`src/rtl/mips_ctrl_pkg.sv`:
```
// Shared encodings for the multi-cycle MIPS control unit: states, opcodes,
// funct codes, datapath mux selects and the one-hot decode flag bundle.
package mips_ctrl_pkg;

   localparam logic [2:0] S_IF  = 3'd0;
   localparam logic [2:0] S_ID  = 3'd1;
   localparam logic [2:0] S_EX  = 3'd2;
   localparam logic [2:0] S_MEM = 3'd3;
   localparam logic [2:0] S_WB  = 3'd4;

   localparam logic [5:0] OP_RTYPE = 6'h00;
   localparam logic [5:0] OP_ORI   = 6'h0D;
   localparam logic [5:0] OP_LW    = 6'h23;
   localparam logic [5:0] OP_SW    = 6'h2B;
   localparam logic [5:0] OP_BEQ   = 6'h04;
   localparam logic [5:0] OP_LUI   = 6'h0F;
   localparam logic [5:0] OP_JAL   = 6'h03;

   localparam logic [5:0] FN_ADDU = 6'h21;
   localparam logic [5:0] FN_SUBU = 6'h23;
   localparam logic [5:0] FN_JR   = 6'h08;

   localparam logic [1:0] PC_PLUS4  = 2'd0;
   localparam logic [1:0] PC_BRANCH = 2'd1;
   localparam logic [1:0] PC_JUMP   = 2'd2;
   localparam logic [1:0] PC_RS     = 2'd3;

   localparam logic [1:0] ALU_ADD = 2'd0;
   localparam logic [1:0] ALU_SUB = 2'd1;
   localparam logic [1:0] ALU_OR  = 2'd2;
   localparam logic [1:0] ALU_LUI = 2'd3;

   localparam logic [1:0] DST_RT = 2'd0;
   localparam logic [1:0] DST_RD = 2'd1;
   localparam logic [1:0] DST_RA = 2'd2;

   localparam logic [1:0] WSRC_ALU = 2'd0;
   localparam logic [1:0] WSRC_MDR = 2'd1;
   localparam logic [1:0] WSRC_PC  = 2'd2;

   typedef struct packed {
      logic addu;
      logic subu;
      logic jr;
      logic ori;
      logic lw;
      logic sw;
      logic beq;
      logic lui;
      logic jal;
   } dec_t;

endpackage

```
`src/rtl/mc_decode.sv`:
```
// Combinational instruction decode: opcode/funct to one-hot flags plus illegal.
// Zero latency, no flow control.
module mc_decode
   import mips_ctrl_pkg::*;
(
   input  logic [31:0] i_inst,
   output dec_t        o_dec,
   output logic        o_illegal
);

   logic [5:0] w_op;
   logic [5:0] w_fn;
   logic       w_rtype;
   logic       w_unused;

   assign w_op     = i_inst[31:26];
   assign w_fn     = i_inst[5:0];
   assign w_rtype  = (w_op == OP_RTYPE);
   // Register and immediate fields are routed straight to the datapath.
   assign w_unused = ^i_inst[25:6];

   always_comb begin
      o_dec      = '0;
      o_dec.addu = w_rtype && (w_fn == FN_ADDU);
      o_dec.subu = w_rtype && (w_fn == FN_SUBU);
      o_dec.jr   = w_rtype && (w_fn == FN_JR);
      o_dec.ori  = (w_op == OP_ORI);
      o_dec.lw   = (w_op == OP_LW);
      o_dec.sw   = (w_op == OP_SW);
      o_dec.beq  = (w_op == OP_BEQ);
      o_dec.lui  = (w_op == OP_LUI);
      o_dec.jal  = (w_op == OP_JAL);
   end

   assign o_illegal = ~|o_dec;

endmodule

```
`src/rtl/multicycle_ctrl.sv`:
```
// Multi-cycle MIPS control FSM (IF/ID/EX/MEM/WB) with retire counter.
// 2-5 cycles per instruction; IF/MEM hold req until ready when WAIT_MEM=1.
module multicycle_ctrl
   import mips_ctrl_pkg::*;
#(
   parameter int WAIT_MEM = 1,
   parameter int CNT_W    = 32
) (
   input  logic             clk,
   input  logic             rst,
   input  logic [31:0]      inst,
   input  logic             zero,
   input  logic             imem_ready,
   input  logic             dmem_ready,
   output logic             imem_req,
   output logic             dmem_req,
   output logic             dmem_we,
   output logic             ir_write,
   output logic             pc_write,
   output logic             pc_write_cond,
   output logic [1:0]       pc_src,
   output logic             reg_write,
   output logic [1:0]       reg_write_src,
   output logic [1:0]       reg_dst,
   output logic             alu_src,
   output logic [1:0]       alu_op,
   output logic             illegal,
   output logic [CNT_W-1:0] inst_cnt,
   output logic [2:0]       state
);

   logic [2:0]       r_state;
   logic [CNT_W-1:0] r_inst_cnt;
   logic [2:0]       w_next;
   logic             w_retire;
   logic             w_imem_done;
   logic             w_dmem_done;
   dec_t             w_dec;
   logic             w_illegal;

   mc_decode u_decode (
      .i_inst    (inst),
      .o_dec     (w_dec),
      .o_illegal (w_illegal)
   );

   assign w_imem_done = (WAIT_MEM == 0) ? 1'b1 : imem_ready;
   assign w_dmem_done = (WAIT_MEM == 0) ? 1'b1 : dmem_ready;

   // Strobes are forced low while rst is high so an in-flight request drops immediately.
   always_comb begin
      w_next        = r_state;
      w_retire      = 1'b0;
      imem_req      = 1'b0;
      dmem_req      = 1'b0;
      dmem_we       = 1'b0;
      ir_write      = 1'b0;
      pc_write      = 1'b0;
      pc_write_cond = 1'b0;
      pc_src        = PC_PLUS4;
      reg_write     = 1'b0;
      reg_write_src = WSRC_ALU;
      reg_dst       = DST_RT;
      alu_src       = 1'b0;
      alu_op        = ALU_ADD;
      illegal       = 1'b0;
      if (!rst) begin
         case (r_state)
            S_IF: begin
               imem_req = 1'b1;
               if (w_imem_done) begin
                  ir_write = 1'b1;
                  pc_write = 1'b1;
                  w_next   = S_ID;
               end
            end
            S_ID: begin
               w_next = S_EX;
               if (w_illegal) begin
                  illegal = 1'b1;
                  w_next  = S_IF;
               end else if (w_dec.jal) begin
                  reg_write     = 1'b1;
                  reg_dst       = DST_RA;
                  reg_write_src = WSRC_PC;
                  pc_write      = 1'b1;
                  pc_src        = PC_JUMP;
                  w_retire      = 1'b1;
                  w_next        = S_IF;
               end else if (w_dec.jr) begin
                  pc_write = 1'b1;
                  pc_src   = PC_RS;
                  w_retire = 1'b1;
                  w_next   = S_IF;
               end
            end
            S_EX: begin
               alu_src = w_dec.addu | w_dec.subu | w_dec.beq;
               if (w_dec.subu || w_dec.beq) alu_op = ALU_SUB;
               else if (w_dec.ori)          alu_op = ALU_OR;
               else if (w_dec.lui)          alu_op = ALU_LUI;
               if (w_dec.beq) begin
                  pc_write_cond = 1'b1;
                  pc_src        = PC_BRANCH;
                  w_retire      = 1'b1;
                  w_next        = S_IF;
               end else if (w_dec.lw || w_dec.sw) begin
                  w_next = S_MEM;
               end else begin
                  w_next = S_WB;
               end
            end
            S_MEM: begin
               dmem_req = 1'b1;
               dmem_we  = w_dec.sw;
               if (w_dmem_done) begin
                  if (w_dec.sw) begin
                     w_retire = 1'b1;
                     w_next   = S_IF;
                  end else begin
                     w_next = S_WB;
                  end
               end
            end
            S_WB: begin
               reg_write     = 1'b1;
               reg_dst       = (w_dec.addu || w_dec.subu) ? DST_RD : DST_RT;
               reg_write_src = w_dec.lw ? WSRC_MDR : WSRC_ALU;
               w_retire      = 1'b1;
               w_next        = S_IF;
            end
            default: w_next = S_IF;
         endcase
      end
   end

   always_ff @(posedge clk) begin
      if (rst) begin
         r_state    <= S_IF;
         r_inst_cnt <= '0;
      end else begin
         r_state <= w_next;
         if (w_retire) r_inst_cnt <= r_inst_cnt + CNT_W'(1);
      end
   end

   assign state    = r_state;
   assign inst_cnt = r_inst_cnt;

endmodule

```
`config.mk`:
```
export PLATFORM = sky130hd
export DESIGN_NAME = multicycle_ctrl
export DESIGN_NICKNAME = d
export VERILOG_FILES = /design/src/rtl/mips_ctrl_pkg.sv /design/src/rtl/mc_decode.sv /design/src/rtl/multicycle_ctrl.sv
export SDC_FILE = /design/constraint.sdc
export NUM_CORES = 1
export LEC_CHECK = 0
export ABC_AREA = 1
export BUFFER_PORTS_ARGS = -buffer_cell sky130_fd_sc_hd__buf_4
export CORE_MARGIN = 3
export CORE_UTILIZATION = 31
export DETAILED_ROUTE_END_ITERATION = 10
export SYNTH_ARGS = -nofsm -noshare
export SYNTH_HDL_FRONTEND = slang
export SYNTH_SLANG_ARGS = --single-unit
```
`constraint.sdc`:
```
create_clock -name clk -period 3.45 [get_ports clk]
set_clock_uncertainty 0.1 [all_clocks]
set_input_delay 0.345 -clock clk [delete_from_list [all_inputs] [get_ports clk]]
set_output_delay 0.345 -clock clk [all_outputs]
set_load 0.01 [all_outputs]
```
==> flow_metrics.py <==
metrics = {
    "outcome": {
        "status": "finished, final reports clean",
    },
    "routing": {
        "drt-vias-per-instance": 4.65,
        "wl_met3_microns": 467,
        "drcViolationCount": 0,
        "firstDrtPassIters": 4,
        "routed.top_layer": "met4",
        "m1WireLength_microns": 3100,
        "detail-route-antenna-nets": 0,
        "drt_iter0_drc": 134,
        "wl_per_cell_microns": 11.1,
        "num_vias": 2820,
        "met2_length_microns": 3070,
        "routed_wl_microns": 6710,
    },
    "clocking": {
        "cts_setup_buffers": 0,
        "clock_latency_ns": 0.29,
        "numClockSinks": 35,
        "cts_htree_levels": 2,
        "cts_buffer_depth": 2,
        "cts_hold_buf": 0,
        "cts_tree": "done",
        "clkSlewWorstSetupHoldPaths_ns": 0.07,
        "cts_resized": 0,
        "cts_buffers": 5,
        "root_buffer": "clkbuf_8",
    },
    "place": {
        "portBuffers": 67,
        "post-dp-hpwl_microns": 5180,
        "gp_congestion": 0.861,
    },
    "layout": {
        "final_nets": 545,
        "diodes": 0,
        "final_common_cell": "nand2_1",
        "syn2layout_area_growth_pct": 26.2,
        "final_cell_mix": "nand2_1 (131), nor2_1 (103), buf_4 (67)",
        "drive_gt1_share_pct": 18.7,
    },
    "die": {
        "io_pins": 89,
        "die-area_sq_um": 9100,
        "chipWidth_microns": 95.4,
        "rows": 31,
        "dieHeight_microns": 95.4,
        "fp.coreArea_sq_um": 7490,
        "start_util_pct": 33.1,
    },
    "power_and_ir_drop": {
        "p_leak_nw": 1.39,
        "irDropWorstVdd_mv": 0.120,
        "p_per_area_nw_per_um2": 248,
    },
    "sta": {
        "slew_violations": 0,
        "setup-tns-final_ns": 0,
        "finalCriticalPeriod_ns": 2.16,
        "setup_viol": 0,
        "whs_ns": 0.258,
        "timing.slew.headroom_pct": 57.3,
        "period_share_pct": 62.6,
        "worst_pin_slew_ns": 0.639,
        "clock.fmax_mhz": 463,
        "final_hold_viol_count": 0,
        "rsz0062_at_grt": "no",
    },
    "setup_path": {
        "timing_worst_setup_path_type": "reg2reg",
        "required_ns": 3.52,
        "cp_max_fo": 44,
        "end_kind": "flop",
        "r2r_slack_ns": 1.29,
        "crit_arrival_ns": 2.23,
        "start_kind": "flop",
    },
    "global_routing": {
        "grt_max_degree": 45,
        "grt_pass1_vias": 2539,
        "grt_pass1_wl_microns": 11400,
        "overflow": 0,
        "antenna_found_initial": 0,
        "grtUsageTotal_pct": 15.5,
    },
    "logic_synthesis": {
        "synth_top_area_share_pct": 28.3,
        "synth_edf_count": 0,
        "synth_cell_types": 28,
        "synth-seq-area-share_pct": 28.3,
        "yosys_register_bits": 35,
        "syn_nets": 481,
        "synth.area.top_cells": "dfxtp_1 (28%), nand2_1 (20%), nor2_1 (16%)",
        "synth_ff_type": "dfxtp_1",
        "netlist_area_sq_um": 2480,
        "yosysTopAreaCell": "dfxtp_1",
        "synthCells": 443,
        "syn_avg_cell_area_sq_um": 5.60,
        "postSynth.asyncResetShare_pct": 0,
        "synth_warnings": 0,
    },
    "worst_hold_path": {
        "hp-class": "in2reg",
    },
    "job": {
        "max_cap_violations": 0,
    },
}
## final cells by class
cell class                      instances  area [sq um]
Fill cell                             821          4360
Multi-Input combinational cell        341          1500
Sequential cell                        35           701
Timing Repair Buffer                   67           503
Inverter                               57           214
Tap cell                               99           124
Clock buffer                            6          82.6
Clock inverter                          1          5.00
## worst max-delay path, cell delays in order (launching register included)
cell and delay [ns]:
dfxtp_1 0.45, nand2_1 0.10, nor2_2 0.19, nand3_2 0.12, nand2_1 0.09, nor2_2 0.05
nand2_4 0.38, nand2_1 0.34, nand2_1 0.15, a21oi_1 0.06
## final timing paths
path	start	to	cells after the start
setup / recovery	state[1]	inst_cnt[26]	9
setup reg to reg	state[1]	inst_cnt[26]	9
hold reg to reg	inst_cnt[31]	inst_cnt[31]	2
hold / removal	imem_ready	state[2]	3
## synth_stat cells, types with 2 or more instances
| master | number |
|---|---|
| a21oi_1 | 24 |
| xor2_1 | 3 |
| buf_2 | 3 |
| nor2_1 | 103 |
| nand2_2 | 10 |
| nand2_1 | 131 |
| dfxtp_1 | 35 |
| o21ai_0 | 4 |
| inv_2 | 2 |
| nand3_1 | 35 |
| nand4_1 | 6 |
| nand3b_1 | 3 |
| nor2_2 | 6 |
| nor3_1 | 6 |
| buf_4 | 4 |
| inv_1 | 55 |
| clkbuf_1 | 2 |
## logic make-up (layout without fill, tap and decap cells)
logic type      after synthesis  after routing  share of synthesized area (%)
simple gates                304            304                           51.7
buf+inv                      67            131                           11.2
flops                        35             35                           28.3
compound gates               32             32                           6.92
xor+xnor                      4              4                           1.41
fa+ha+maj                     1              1                          0.505
## sequential cells by signal, indices dropped and copies added (netlist names)
name	flops
inst_cnt	32
state	3
## layer usage
metal,track usage [%],vias up
met5,0,-
met2,24.8,69
met3,5.60,8
met1,19.9,1243
met4,3.44,0
li1,-,1500
## per-stage QoR
step	utilization, %	total power, W	cell area (sq um)	worst slack [ns]	cells
3_5_place_dp	40.6	0.000481	3040	1.20	599
4_1_cts	41.8	0.000786	3130	1.28	606
3_3_place_gp	40.6	0.000480	3040	1.19	599
2_1_floorplan	-	0.000451	2480	1.63	443
6_report	41.8	0.000775	3130	1.29	606
5_1_grt	41.8	0.000816	3130	1.01	606
## where the power goes
part	internal, W	switching [W]
combinational	0.0000258	0.0000378
sequential	0.000405	0.00000208
clock	0.000157	0.000147
total	0.000588	0.000187
(Power assumes the default switching activity.)
